<file path="src/rtl/instr_fetch_queue.sv">
// -----------------------------------------------------------------------------
// instr_fetch_queue
//
// Instruction fetch front end for the 16-bit pipelined processor. Owns the
// fetch PC, issues reads to a fixed 1-cycle-latency instruction memory,
// buffers returned words in a small FIFO and presents one instruction per
// cycle (with its PC) to decode over a valid/ready handshake. A redirect from
// decode flushes the FIFO, reloads the fetch PC and discards any stale read.
//
// Optional build macro:
//   IFQ_BYPASS_EN - when the FIFO is empty, a fresh memory response is driven
//                   straight to ir/ir_pc in the cycle it arrives (1-cycle
//                   request-to-valid latency). Undefined: every response goes
//                   through the FIFO (2-cycle latency, outputs depend only on
//                   registered state).
//
// Parameters:
//   DEPTH     FIFO entries (power of two, >= 2)
//   RESET_PC  fetch PC loaded on reset
//   NOP_WORD  value driven on ir while ir_valid=0
//
// Ports:
//   clk          clock, all state updates on posedge
//   reset        asynchronous active-low reset
//   imem_req     read request to instruction memory this cycle
//   imem_addr    read address (the fetch PC)
//   imem_data    read data, valid with imem_valid
//   imem_valid   read data strobe, exactly 1 cycle after imem_req
//   redirect     flush and restart fetch at redirect_pc
//   redirect_pc  new fetch address
//   halt         stop issuing new requests
//   ir_ready     decode accepts ir this cycle
//   ir_valid     ir/ir_pc hold a valid instruction
//   ir           instruction word at the FIFO head
//   ir_pc        address of ir
// -----------------------------------------------------------------------------
module instr_fetch_queue #(
  parameter int unsigned DEPTH    = 4,
  parameter logic [15:0] RESET_PC = 16'h0000,
  parameter logic [15:0] NOP_WORD = 16'hFFFF
) (
  input  logic        clk,
  input  logic        reset,
  output logic        imem_req,
  output logic [15:0] imem_addr,
  input  logic [15:0] imem_data,
  input  logic        imem_valid,
  input  logic        redirect,
  input  logic [15:0] redirect_pc,
  input  logic        halt,
  input  logic        ir_ready,
  output logic        ir_valid,
  output logic [15:0] ir,
  output logic [15:0] ir_pc
);

  localparam int unsigned PTR_W = (DEPTH > 1) ? $clog2(DEPTH) : 1;
  localparam int unsigned CNT_W = PTR_W + 1;
  localparam logic [CNT_W:0] DEPTH_C = (CNT_W + 1)'(DEPTH);

  typedef enum logic {
    ST_FETCH = 1'b0,
    ST_STALL = 1'b1
  } state_e;

  state_e             state_q, state_d;
  logic [15:0]        fpc_q, fpc_d;
  logic [15:0]        tag_q, tag_d;          // address of the read in flight
  logic               inflight_q, inflight_d;
  logic               drop_q, drop_d;        // discard the next response
  logic [CNT_W-1:0]   count_q, count_d;
  logic [PTR_W-1:0]   rd_ptr_q, rd_ptr_d;
  logic [PTR_W-1:0]   wr_ptr_q, wr_ptr_d;

  logic [15:0]        mem_word_q [DEPTH];
  logic [15:0]        mem_pc_q   [DEPTH];

  logic               fifo_empty;
  logic               resp_ok;
  logic               bypass;
  logic               bypass_take;
  logic               push;
  logic               pop;
  logic               credit_ok;
  logic               issue;
  logic [CNT_W:0]     occupancy;

  // ---------------------------------------------------------------------------
  // Datapath control
  // ---------------------------------------------------------------------------
  // NOTE: every signal assigned in an always_comb gets a default at the top,
  // so no path leaves it unassigned and no latch is inferred.
  always_comb begin
    fifo_empty = (count_q == '0);

    // A response counts only if it belongs to the current fetch stream: not
    // flagged stale, not killed by a redirect this cycle, not during reset.
    resp_ok = reset && imem_valid && !drop_q && !redirect;

`ifdef IFQ_BYPASS_EN
    bypass      = fifo_empty && resp_ok;
    bypass_take = bypass && ir_ready;
`else
    bypass      = 1'b0;
    bypass_take = 1'b0;
`endif

    push = resp_ok && !bypass_take;
    pop  = !fifo_empty && ir_ready && !redirect;

    // Credit includes the in-flight read so its response always has a slot.
    occupancy = {1'b0, count_q} + {{CNT_W{1'b0}}, inflight_q};
    credit_ok = (occupancy < DEPTH_C);
    issue     = reset && (state_q == ST_FETCH) && !redirect && credit_ok;
  end

  // ---------------------------------------------------------------------------
  // Next-state logic
  // ---------------------------------------------------------------------------
  always_comb begin
    state_d    = state_q;
    fpc_d      = fpc_q;
    tag_d      = tag_q;
    inflight_d = inflight_q;
    drop_d     = drop_q;
    count_d    = count_q;
    rd_ptr_d   = rd_ptr_q;
    wr_ptr_d   = wr_ptr_q;

    unique case (state_q)
      ST_FETCH: if (halt)              state_d = ST_STALL;
      ST_STALL: if (redirect && !halt) state_d = ST_FETCH;
      default:                         state_d = ST_FETCH;
    endcase

    if (issue) begin
      fpc_d      = fpc_q + 16'd1;  // wraps FFFF -> 0000
      tag_d      = fpc_q;
      inflight_d = 1'b1;
    end else if (imem_valid) begin
      inflight_d = 1'b0;
    end

    if (imem_valid && drop_q) begin
      drop_d = 1'b0;
    end

    if (push) wr_ptr_d = wr_ptr_q + PTR_W'(1);
    if (pop)  rd_ptr_d = rd_ptr_q + PTR_W'(1);

    unique case ({push, pop})
      2'b10:   count_d = count_q + CNT_W'(1);
      2'b01:   count_d = count_q - CNT_W'(1);
      default: count_d = count_q;
    endcase

    // Redirect overrides everything above. A response arriving this cycle is
    // already discarded via resp_ok; only a read still outstanding after this
    // cycle needs the drop flag.
    if (redirect) begin
      count_d    = '0;
      rd_ptr_d   = '0;
      wr_ptr_d   = '0;
      fpc_d      = redirect_pc;
      drop_d     = inflight_q && !imem_valid;
      inflight_d = inflight_q && !imem_valid;
    end
  end

  // ---------------------------------------------------------------------------
  // State registers
  // ---------------------------------------------------------------------------
  // NOTE: sequential state uses non-blocking assignments so every register
  // samples the pre-edge value of its inputs, independent of block order.
  always_ff @(posedge clk or negedge reset) begin
    if (!reset) begin
      state_q    <= ST_FETCH;
      fpc_q      <= RESET_PC;
      tag_q      <= RESET_PC;
      inflight_q <= 1'b0;
      drop_q     <= 1'b0;
      count_q    <= '0;
      rd_ptr_q   <= '0;
      wr_ptr_q   <= '0;
    end else begin
      state_q    <= state_d;
      fpc_q      <= fpc_d;
      tag_q      <= tag_d;
      inflight_q <= inflight_d;
      drop_q     <= drop_d;
      count_q    <= count_d;
      rd_ptr_q   <= rd_ptr_d;
      wr_ptr_q   <= wr_ptr_d;
    end
  end

  // NOTE: FIFO storage is deliberately not reset; count_q gates every read,
  // so stale contents are never visible and the array maps to plain RAM/flops.
  always_ff @(posedge clk) begin
    if (push) begin
      mem_word_q[wr_ptr_q] <= imem_data;
      mem_pc_q[wr_ptr_q]   <= tag_q;
    end
  end

  // ---------------------------------------------------------------------------
  // Outputs
  // ---------------------------------------------------------------------------
  always_comb begin
    imem_req  = issue;
    imem_addr = fpc_q;
    ir_valid  = 1'b0;
    ir        = NOP_WORD;
    ir_pc     = 16'h0000;
    if (bypass) begin
      ir_valid = 1'b1;
      ir       = imem_data;
      ir_pc    = tag_q;
    end else if (!fifo_empty) begin
      ir_valid = 1'b1;
      ir       = mem_word_q[rd_ptr_q];
      ir_pc    = mem_pc_q[rd_ptr_q];
    end
  end

endmodule

</file>
<file path="config.mk">
export PLATFORM = sky130hd
export DESIGN_NAME = instr_fetch_queue
export DESIGN_NICKNAME = d
export VERILOG_FILES = /design/src/rtl/instr_fetch_queue.sv
export SDC_FILE = /design/constraint.sdc
export NUM_CORES = 1
export LEC_CHECK = 0
export CORE_ASPECT_RATIO = 0.75
export CORE_MARGIN = 2
export CORE_UTILIZATION = 38
export DETAILED_ROUTE_END_ITERATION = 7
export GPL_ROUTABILITY_DRIVEN = 0
export PLACE_DENSITY = 0.67
export SLEW_MARGIN = 10
export SYNTH_ARGS = -nofsm -noshare
export SYNTH_HDL_FRONTEND = slang
export SYNTH_SLANG_ARGS = --single-unit
export TNS_END_PERCENT = 100
</file>
<file path="constraint.sdc">
create_clock -name clk -period 5.1 [get_ports clk]
set_clock_uncertainty 0.2 [all_clocks]
set_input_delay 0.765 -clock clk [delete_from_list [all_inputs] [get_ports clk]]
set_output_delay 0.765 -clock clk [all_outputs]
set_load 0.02 [all_outputs]
</file>
==> metrics.md, run 1 <==
| Metric | Value |
|---|---|
| Run status | completed |
| H-tree Lvls | 4 |
| Hold buffer count at cts | 0 |
| Congestion Overflow GR | 0 |
| Critical Path RT | 4.14 ns |
| Antenna violations before repair | 0 |
| Dpl cell area | 8080 µm² |
| Crit path kind | register to output pin |
| Crit path capture type | output pin |
| # fillers | 1517 |
| Syn_area_per_cell | 16.3 µm² |
| Via count | 3954 |
| Final HPWL DP | 9100 µm |
| IO Count | 88 |
| Starting density of the core | 38.9% |
| Router iterations before antenna repair | 4 |
| CTS sink cnt | 170 |
| Drt drc | 0 |
| Seq pwr share | 44.7% |
| PnR Total Power | 3.92 mW |
| Design Area, Final | 8660 µm² |
| Yosys reg bits | 170 |
| Port Buf Inserts | 87 |
| DRT Wirelength | 13900 µm |
| Vias per inst | 5.12 |
| RSZ-0062 raised after global routing | no |
| CTS root buf | clkbuf_16 |
| Post-synth EDFFs | 128 |
| Most common cell after layout, fill and taps aside | edfxtp_1 |
| Gate power share | 22.4% |
| Row count | 42 |
| CTS Buf Count | 17 |
| Clk_lat worst skew | 0.43 ns |
| Internal Power | 2.89 mW |
| Mapped Nets | 466 |
| Measured slew at the worst slew-check pin | 0.792 ns |
| Crit share post-route | 76.2% |
| Synthesis Warnings | 0 |
| Vias in the first global route | 4187 |
| Hold Vio Cnt, Final | 0 |
| Largest net degree at the start of global routing | 31 |
| Clock transition at the registers of the reported paths | 0.06 ns |
| Arrival time worst endpoint | 2.92 ns |
| CP delay by family, top | buffers and inverters |
| Fin. max-slew vios | 0 |
| Async set-reset flop share out of synthesis | 24.7% |
| Core area | 17700 µm² |
| Peak VDD IR | 0.185 mV |
| Placed cells | 743 |
| Yosys cell types | 43 |
| Net Sw Frac | 26.4% |
| Final setup vio count | 0 |
| Final net count | 564 |
| Tot GR Track Use | 15.5% |
| First-pass GRT wire length | 22700 µm |
| PostCTS Resize Cnt | 0 |
| Postcts setup bufs | 0 |
| Antenna viol nets, final | 0 |
| Inserted Diodes | 0 |
| Switch Pwr | 1.03 mW |
| Critical Path Fanout Max | 22 |
| Clock share of power | 32.9% |
| Commonest cells after routing, fill and taps aside | edfxtp_1, clkdlybuf4s50_1, nand2_1, dfrtp_1, mux4_2 |
| Max-slew headroom | 47.2% |
| Syn Std Cell Area | 6890 µm² |
| Crit path largest cell delay | 0.85 ns |
| Synth Instances | 422 |
| R2R Setup Slk | 2.70 ns |
| Worst path slowest cell | dfrtp_2 |
| Power Dens Cells | 453 nW/µm² |
| Max-cap violations | 0 |
| Startpoint class of the critical path | register |
| Die X | 160 µm |
| CTS max path bufs | 2 |
| Max frequency | 257 MHz |
| Fin Setup TNS | 0 ns |
| Minimum clock period | 3.89 ns |
| Post-synthesis sequential area ratio | 71.0% |
| Share of cells above drive strength 1 | 17.3% |
| Buf/Inv on CP | 2 |
| Top FF cell, synth | edfxtp_1 |
| Area growth, synth to finish | 25.6% |
| CTS tree | built |
| Hold slack | 0.116 ns |
| DRT iter0 DRCs | 261 |
| Hold crit path type | input pin to asynchronous set/reset pin |
| Routed wire per std cell | 18.0 µm |
| Leak pwr | 3.07 nW |
| Final Non-Filler Cells | 773 |
| Critical path cell sequence | buf_4 > mux4_2 > or2_2 > clkdlybuf4s50_1 |
| Die height | 121 µm |
| Die area | 19200 µm² |
==> through the flow <==
| stage | setup WS [ns] | util (%) |
|---|---|---|
| floorplan | 2.42 | - |
| global placement | 1.52 | 45.6 |
| detailed placement | 1.52 | 45.6 |
| CTS | 1.15 | 48.9 |
| global route | 1.02 | 48.9 |
| finish | 1.21 | 48.9 |
==> power groups by stage <==
| stage | Combinational, mW | Sequential [mW] | Clock [mW] |
|---|---|---|---|
| after global placement | 0.882 | 1.77 | 0 |
| after CTS | 0.897 | 1.76 | 1.32 |
| after floorplan | 0.541 | 1.72 | 0 |
| after detailed placement | 0.895 | 1.78 | 0 |
| final | 0.877 | 1.75 | 1.29 |
| after global routing | 0.943 | 1.78 | 1.37 |
==> layer usage <==
layer	part of all wire [%]	global-route usage (%)
met1	47	21.7
met2	45	23.7
met3	6.6	4.70
met4	0.75	4.09
met5	0	0
==> worst reg2reg max path: cells and delay by family (launching register included) <==
kind,cells,cell delay (ns)
simple gates,2,1.03
buf+inv,1,0.44
flops,1,0.38
==> flip-flops by register name (all words and copies together) (netlist names) <==
signal      count
count_q         3
drop_q          1
imem_addr      16
inflight_q      1
mem_pc_q       64
mem_word_q     64
rd_ptr_q        2
state_q         1
tag_q          16
wr_ptr_q        2
==> cell families (layout without fill, tap and decap cells) <==
| logic type | count (synthesis) | count (layout) | share of synthesized area, % |
|---|---|---|---|
| buf+inv | 29 | 138 | 1.71 |
| xor+xnor | 4 | 4 | 0.508 |
| mux | 34 | 34 | 10.7 |
| simple gates | 139 | 139 | 10.4 |
| compound gates | 40 | 40 | 4.43 |
| fa+ha+maj | 6 | 6 | 1.20 |
| flops | 170 | 170 | 71.0 |
==> area by class of cell <==
class / instances / area, µm² / share of cell area (%)
inverter: 9 / 33.8 / 0.390
tap: 242 / 303 / 3.50
sequential: 170 / 4900 / 56.5
timing repair buffer: 99 / 956 / 11.0
clock inverter: 11 / 154 / 1.78
clock buffer: 19 / 433 / 5.00
multi-input combinational: 223 / 1890 / 21.8
==> Yosys cell counts (2+ instances only) <==
master	instances	area share, %
edfxtp_1	128	56
nand2_1	56	3.0
dfrtp_1	42	15
mux4_2	32	10
and2_1	18	1.6
or2_2	16	1.5
clkbuf_1	11	0.60
nand3_1	10	0.73
nor2_1	10	0.54
inv_1	9	0.49
nor3_1	9	0.65
and3_1	7	0.64
buf_2	7	0.51
o21ai_0	7	0.51
o311ai_0	6	0.76
a221o_1	5	0.73
ha_1	5	0.91
a21o_1	4	0.44
a21oi_1	4	0.29
a22oi_1	3	0.33
nand4_1	3	0.27
o211ai_1	3	0.33
and4_1	2	0.25
buf_1	2	0.11
mux2i_1	2	0.29
o311ai_1	2	0.25
xnor2_1	2	0.25
xor2_1	2	0.25
==> worst paths after layout <==
path,from,to,cells past startpoint
min,reset,imem_addr[13]$_DFFE_PN0P_,1
min reg2reg,tag_q[1]$_DFFE_PN0P_,mem_pc_q[1][1]$_DFFE_PP_,0
min in group clk,tag_q[1]$_DFFE_PN0P_,mem_pc_q[1][1]$_DFFE_PP_,0
max reg2reg,drop_q$_DFFE_PN0P_,mem_word_q[0][14]$_DFFE_PP_,3
max,rd_ptr_q[0]$_DFFE_PN0P_,ir[6],4
max in group asynchronous,reset,rd_ptr_q[0]$_DFFE_PN0P_,2
Note: power is estimated with default switching activity, not from simulation.
==> run 2: changes to the inputs <==
==> constraint.sdc (replaced) <==
create_clock -name clk -period 3.9 [get_ports clk]
set_clock_uncertainty 0.2 [all_clocks]
set_input_delay 0.585 -clock clk [delete_from_list [all_inputs] [get_ports clk]]
set_output_delay 0.585 -clock clk [all_outputs]
set_load 0.02 [all_outputs]
==> metrics.md, run 2 (synthesized netlist as in run 1, its figures left out) <==
| Metric | Value |
|---|---|
| Arrival time worst endpoint | 2.72 ns |
| Critical Path Fanout Max | 20 |
| Fin. max-slew vios | 0 |
| Power Dens Cells | 596 nW/µm² |
| Crit path kind | input pin to output pin |
| CTS max path bufs | 2 |
| Starting density of the core | 38.9% |
| Hold crit path type | register to register |
| Clk_lat worst skew | 0.42 ns |
| Max-slew headroom | 45.4% |
| Core area | 17700 µm² |
| Largest regs | mem_pc_q x64, mem_word_q x64 |
| Crit path capture type | output pin |
| Seq pwr share | 43.8% |
| Final net count | 564 |
| Gate power share | 22.9% |
| DRT iter0 DRCs | 280 |
| Dpl cell area | 8090 µm² |
| Row count | 42 |
| Area growth, synth to finish | 26.4% |
| Reg2reg start | count_q[1]$_DFFE_PN0P_ |
| Port Buf Inserts | 87 |
| # fillers | 1484 |
| Inserted Diodes | 0 |
| CTS tree | built |
| Drt drc | 0 |
| Largest net degree at the start of global routing | 33 |
| Max-cap violations | 0 |
| First-pass GRT wire length | 22400 µm |
| Hold slack | 0.321 ns |
| Routed wire per std cell | 17.9 µm |
| Clock transition at the registers of the reported paths | 0.07 ns |
| Clock share of power | 33.3% |
| Die X | 160 µm |
| Peak VDD IR | 0.331 mV |
| CTS sink cnt | 170 |
| PostCTS Resize Cnt | 0 |
| Net Sw Frac | 27.8% |
| Reg2Reg Depth | 6 |
| Switch Pwr | 1.44 mW |
| Most common cell after layout, fill and taps aside | edfxtp_1 |
| Run status | completed |
| Critical Path RT | 3.12 ns |
| DRT Wirelength | 13900 µm |
| Minimum clock period | 3.50 ns |
| Router iterations before antenna repair | 4 |
| Antenna violations before repair | 0 |
| CTS root buf | clkbuf_16 |
| Vias per inst | 5.15 |
| Hold Vio Cnt, Final | 0 |
| CTS Buf Count | 17 |
| RSZ-0062 raised after global routing | no |
| Measured slew at the worst slew-check pin | 0.819 ns |
| Max frequency | 286 MHz |
| Internal Power | 3.75 mW |
| Antenna viol nets, final | 0 |
| Postcts setup bufs | 0 |
| Design Area, Final | 8720 µm² |
| Tot GR Track Use | 15.4% |
| IO Count | 88 |
| Vias in the first global route | 4147 |
| H-tree Lvls | 4 |
| Final setup vio count | 0 |
| Die area | 19200 µm² |
| Crit share post-route | 89.7% |
| Die height | 121 µm |
| Fin Setup TNS | 0 ns |
| Leak pwr | 3.09 nW |
| Share of cells above drive strength 1 | 18.2% |
| Startpoint class of the critical path | input pin |
| Congestion Overflow GR | 0 |
| Critical Path End | imem_req |
| Commonest cells after routing, fill and taps aside | edfxtp_1, clkdlybuf4s50_1, nand2_1, dfrtp_1, mux4_2 |
| Final HPWL DP | 8730 µm |
| Worst r2r dst | count_q[2]$_DFFE_PN0P_ |
| Via count | 3988 |
| CP startpoint | reset |
| R2R Setup Slk | 1.64 ns |
| PnR Total Power | 5.20 mW |
==> run 2: cell count changes in the layout (fill, tap and decap cells not counted), sizes merged <==
cell / previous run / this run
inv: 9 / 15
clkbuf: 19 / 17
buf: 13 / 12
bufinv: 4 / 3
clkinv: 6 / 5
dlygate4sd3: 0 / 1
==> run 2: stage by stage <==
stage,std cells,setup WS [ns],util (%)
2_1_floorplan,422,1.40,-
5_1_grt,775,0.240,49.2
6_report,775,0.400,49.2
4_1_cts,775,0.393,49.2
3_5_place_dp,742,0.866,45.7
3_3_place_gp,742,0.881,45.7
==> run 2: area by class of cell <==
| type | instances | area [µm²] | share of cell area (%) |
|---|---|---|---|
| clock buffers | 17 | 425 | 4.88 |
| clock inverters | 15 | 188 | 2.15 |
| inverters | 9 | 33.8 | 0.388 |
| multi-input cells | 223 | 1890 | 21.6 |
| flip-flops and latches | 170 | 4900 | 56.2 |
| well taps | 242 | 303 | 3.47 |
| repair buffers | 99 | 983 | 11.3 |
==> run 2: critical path: stages <==
cell	delay [ns]
dlygate4sd3_1	0.52
buf_2	0.40
nor4b_4	0.39
nand2_1	0.12
inv_1	0.09
clkdlybuf4s50_1	0.60
==> run 2: routing by layer <==
metal | GRT usage [%] | share of wire (%) | vias to the layer above
li1 | - | - | 1827
met1 | 21.4 | 46 | 1983
met2 | 24.2 | 46 | 168
met3 | 4.01 | 7.2 | 10
met4 | 4.55 | 0.67 | 0
met5 | 0 | 0 | -
==> run 2: timing repair <==
item,4_1_cts,5_1_grt
endpoints found under the hold margin,17,0
hold buffers,1,0
endpoints found under the setup margin,0,0
==> run 2: power by group through the flow <==
stage                     Sequential, mW  Clock, mW  Combinational, mW
after global placement              2.30          0               1.20
after detailed placement            2.31          0               1.21
after floorplan                     2.26          0              0.707
final                               2.28       1.73               1.19
after global routing                2.30       1.85               1.28
after CTS                           2.28       1.77               1.22
==> run 2: worst min path at each step <==
| stage | start | end | depth (start not counted) |
|---|---|---|---|
| 2_1_floorplan | reset | count_q[0]$_DFFE_PN0P_ | 0 |
| 3_3_place_gp | tag_q[1]$_DFFE_PN0P_ | mem_pc_q[2][1]$_DFFE_PP_ | 0 |
| 3_5_place_dp | drop_q$_DFFE_PN0P_ | drop_q$_DFFE_PN0P_ | 2 |
| 4_1_cts | drop_q$_DFFE_PN0P_ | drop_q$_DFFE_PN0P_ | 2 |
| 5_1_grt | tag_q[11]$_DFFE_PN0P_ | mem_pc_q[1][11]$_DFFE_PP_ | 0 |
| 6_report | drop_q$_DFFE_PN0P_ | drop_q$_DFFE_PN0P_ | 2 |
==> run 3: changes to the inputs <==
--- a/config.mk
+++ b/config.mk
@@ -10,7 +10,7 @@
 export CORE_UTILIZATION = 38
 export DETAILED_ROUTE_END_ITERATION = 7
 export GPL_ROUTABILITY_DRIVEN = 0
-export PLACE_DENSITY = 0.67
+export PLACE_DENSITY = 0.7
 export SLEW_MARGIN = 10
 export SYNTH_ARGS = -nofsm -noshare
 export SYNTH_HDL_FRONTEND = slang
==> constraint.sdc (replaced) <==
create_clock -name clk -period 2.8 [get_ports clk]
set_clock_uncertainty 0.2 [all_clocks]
set_input_delay 0.42 -clock clk [delete_from_list [all_inputs] [get_ports clk]]
set_output_delay 0.42 -clock clk [all_outputs]
set_load 0.02 [all_outputs]
==> metrics.md, run 3 (synthesized netlist as in run 1, its figures left out) <==
| Metric | Value |
|---|---|
| IO Count | 88 |
| Die X | 160 µm |
| # fillers | 1472 |
| Worst path slowest cell | mux4_2 |
| Crit path largest cell delay | 0.51 ns |
| Via count | 4139 |
| Max-cap violations | 0 |
| Share of cells above drive strength 1 | 25.2% |
| Router iterations before antenna repair | 4 |
| Hold crit path type | register to register |
| Fin Setup TNS | 0 ns |
| CTS max path bufs | 2 |
| Pre-CTS setup slack | 0.188 ns |
| Clock transition at the registers of the reported paths | 0.07 ns |
| Congestion Overflow GR | 0 |
| Inserted Diodes | 0 |
| Hold Vio Cnt, Final | 0 |
| Final setup vio count | 0 |
| Drt drc | 0 |
| Fin. max-slew vios | 0 |
| Crit share post-route | 100% |
| Max frequency | 357 MHz |
| Hold slack | 0.333 ns |
| Measured slew at the worst slew-check pin | 0.561 ns |
| Peak VDD IR | 0.404 mV |
| Run status | completed |
| Crit path capture type | output pin |
| DRT iter0 DRCs | 280 |
| RSZ-0062 raised after global routing | yes |
| Leak pwr | 3.28 nW |
| Startpoint class of the critical path | register |
| R2R Setup Slk | 0.52 ns |
| Final HPWL DP | 9360 µm |
| Power Dens Cells | 829 nW/µm² |
| Largest regs | mem_pc_q x64, mem_word_q x64 |
| Antenna violations before repair | 0 |
| Multi-input gate area | 1900 µm² |
| Critical Path RT | 2.18 ns |
| Commonest cells after routing, fill and taps aside | edfxtp_1, nand2_1, clkdlybuf4s50_1, dfrtp_1, mux4_2 |
| CTS root buf | clkbuf_16 |
| Area growth, synth to finish | 29.5% |
| Tot GR Track Use | 15.8% |
| Arrival time worst endpoint | 2.18 ns |
| Critical Path Fanout Max | 11 |
| Starting density of the core | 38.9% |
| Reg area | 4900 µm² |
| H-tree Lvls | 4 |
| Buf/Inv on CP | 2 |
| Final worst slack | 0.00117 ns |
| Most common cell after layout, fill and taps aside | edfxtp_1 |
| Crit path kind | register to output pin |
| CTS tree | built |
| Reg2reg start | count_q[1]$_DFFE_PN0P_ |
| Vias per inst | 5.21 |
| Port Buf Inserts | 87 |
| First-pass GRT wire length | 23100 µm |
| Routed wire per std cell | 18.3 µm |
| CTS sink cnt | 170 |
| WP depth | 4 |
| Die height | 121 µm |
| Reg2Reg Depth | 7 |
| Worst r2r dst | count_q[2]$_DFFE_PN0P_ |
| Critical path cell sequence | bufbuf_16 > mux4_2 > or2_2 > clkdlybuf4s15_2 |
| Antenna viol nets, final | 0 |
| DRT Wirelength | 14500 µm |
| Minimum clock period | 2.80 ns |
| CP delay by family, top | buffers and inverters |
| Core area | 17700 µm² |
| CP startpoint | rd_ptr_q[0]$_DFFE_PN0P_ |
| Die area | 19200 µm² |
| Final net count | 583 |
| Largest net degree at the start of global routing | 29 |
| Row count | 42 |
| Critical Path End | ir[12] |
| CTS Buf Count | 17 |
| Vias in the first global route | 4274 |
| Max-slew headroom | 62.6% |
| Clk_lat worst skew | 0.42 ns |
run 3: cell count changes in the layout (fill, tap and decap cells not counted), sizes merged, moves of 2 or more:
cell / change
dlygate4sd2: +12
buf: +27
clkdlybuf4s50: -33
clkbuf: +4
clkinv: -2
clkdlybuf4s15: +7
run 3: cell type report:
type,instances,share of cell area (%)
Clock buffer,18,4.81
Clock inverter,14,2.31
Inverter,9,0.420
Multi-Input combinational cell,223,21.3
Sequential cell,170,54.8
Tap cell,242,3.39
Timing Repair Buffer,118,13.0
run 3: stage by stage:
step | util [%] | total power [mW] | instances | area [µm²]
after floorplan | - | 4.13 | 422 | 6890
after detailed placement | 46.5 | 4.94 | 754 | 8230
final | 50.4 | 7.40 | 794 | 8930
after global placement | 46.5 | 4.90 | 754 | 8230
after global routing | 50.4 | 7.71 | 794 | 8930
after CTS | 50.5 | 7.46 | 793 | 8950
run 3: worst min path at each step:
stage	startpoint	to	cells after the start
after floorplan	reset	count_q[0]$_DFFE_PN0P_	0
after global placement	reset	state_q$_DFF_PN0_	1
after detailed placement	reset	state_q$_DFF_PN0_	1
after CTS	tag_q[9]$_DFFE_PN0P_	mem_pc_q[3][9]$_DFFE_PP_	0
after global routing	tag_q[9]$_DFFE_PN0P_	mem_pc_q[2][9]$_DFFE_PP_	0
final	tag_q[4]$_DFFE_PN0P_	mem_pc_q[2][4]$_DFFE_PP_	0
run 3: what timing repair did:
item	CTS	global route
endpoints found under the hold margin	11	0
buffers inserted	4	0
hold buffers	2	0
gates resized for setup	62	16
setup endpoints to repair	31	19
gates cloned	1	1
run 3: metal layers:
metal  global-route usage (%)  wire (µm)  up-vias
met1                     21.6       6610     2110
li1                         -          -     1862
met4                     4.66        149        0
met3                     4.08        925       11
met2                     25.1       6820      156
met5                        0          0        -
run 3: power breakdown:
part           switching (mW)  leakage (nW)  internal (mW)
combinational           0.889          1.28          0.866
sequential              0.192          1.69           2.95
clock                   0.989         0.313           1.52
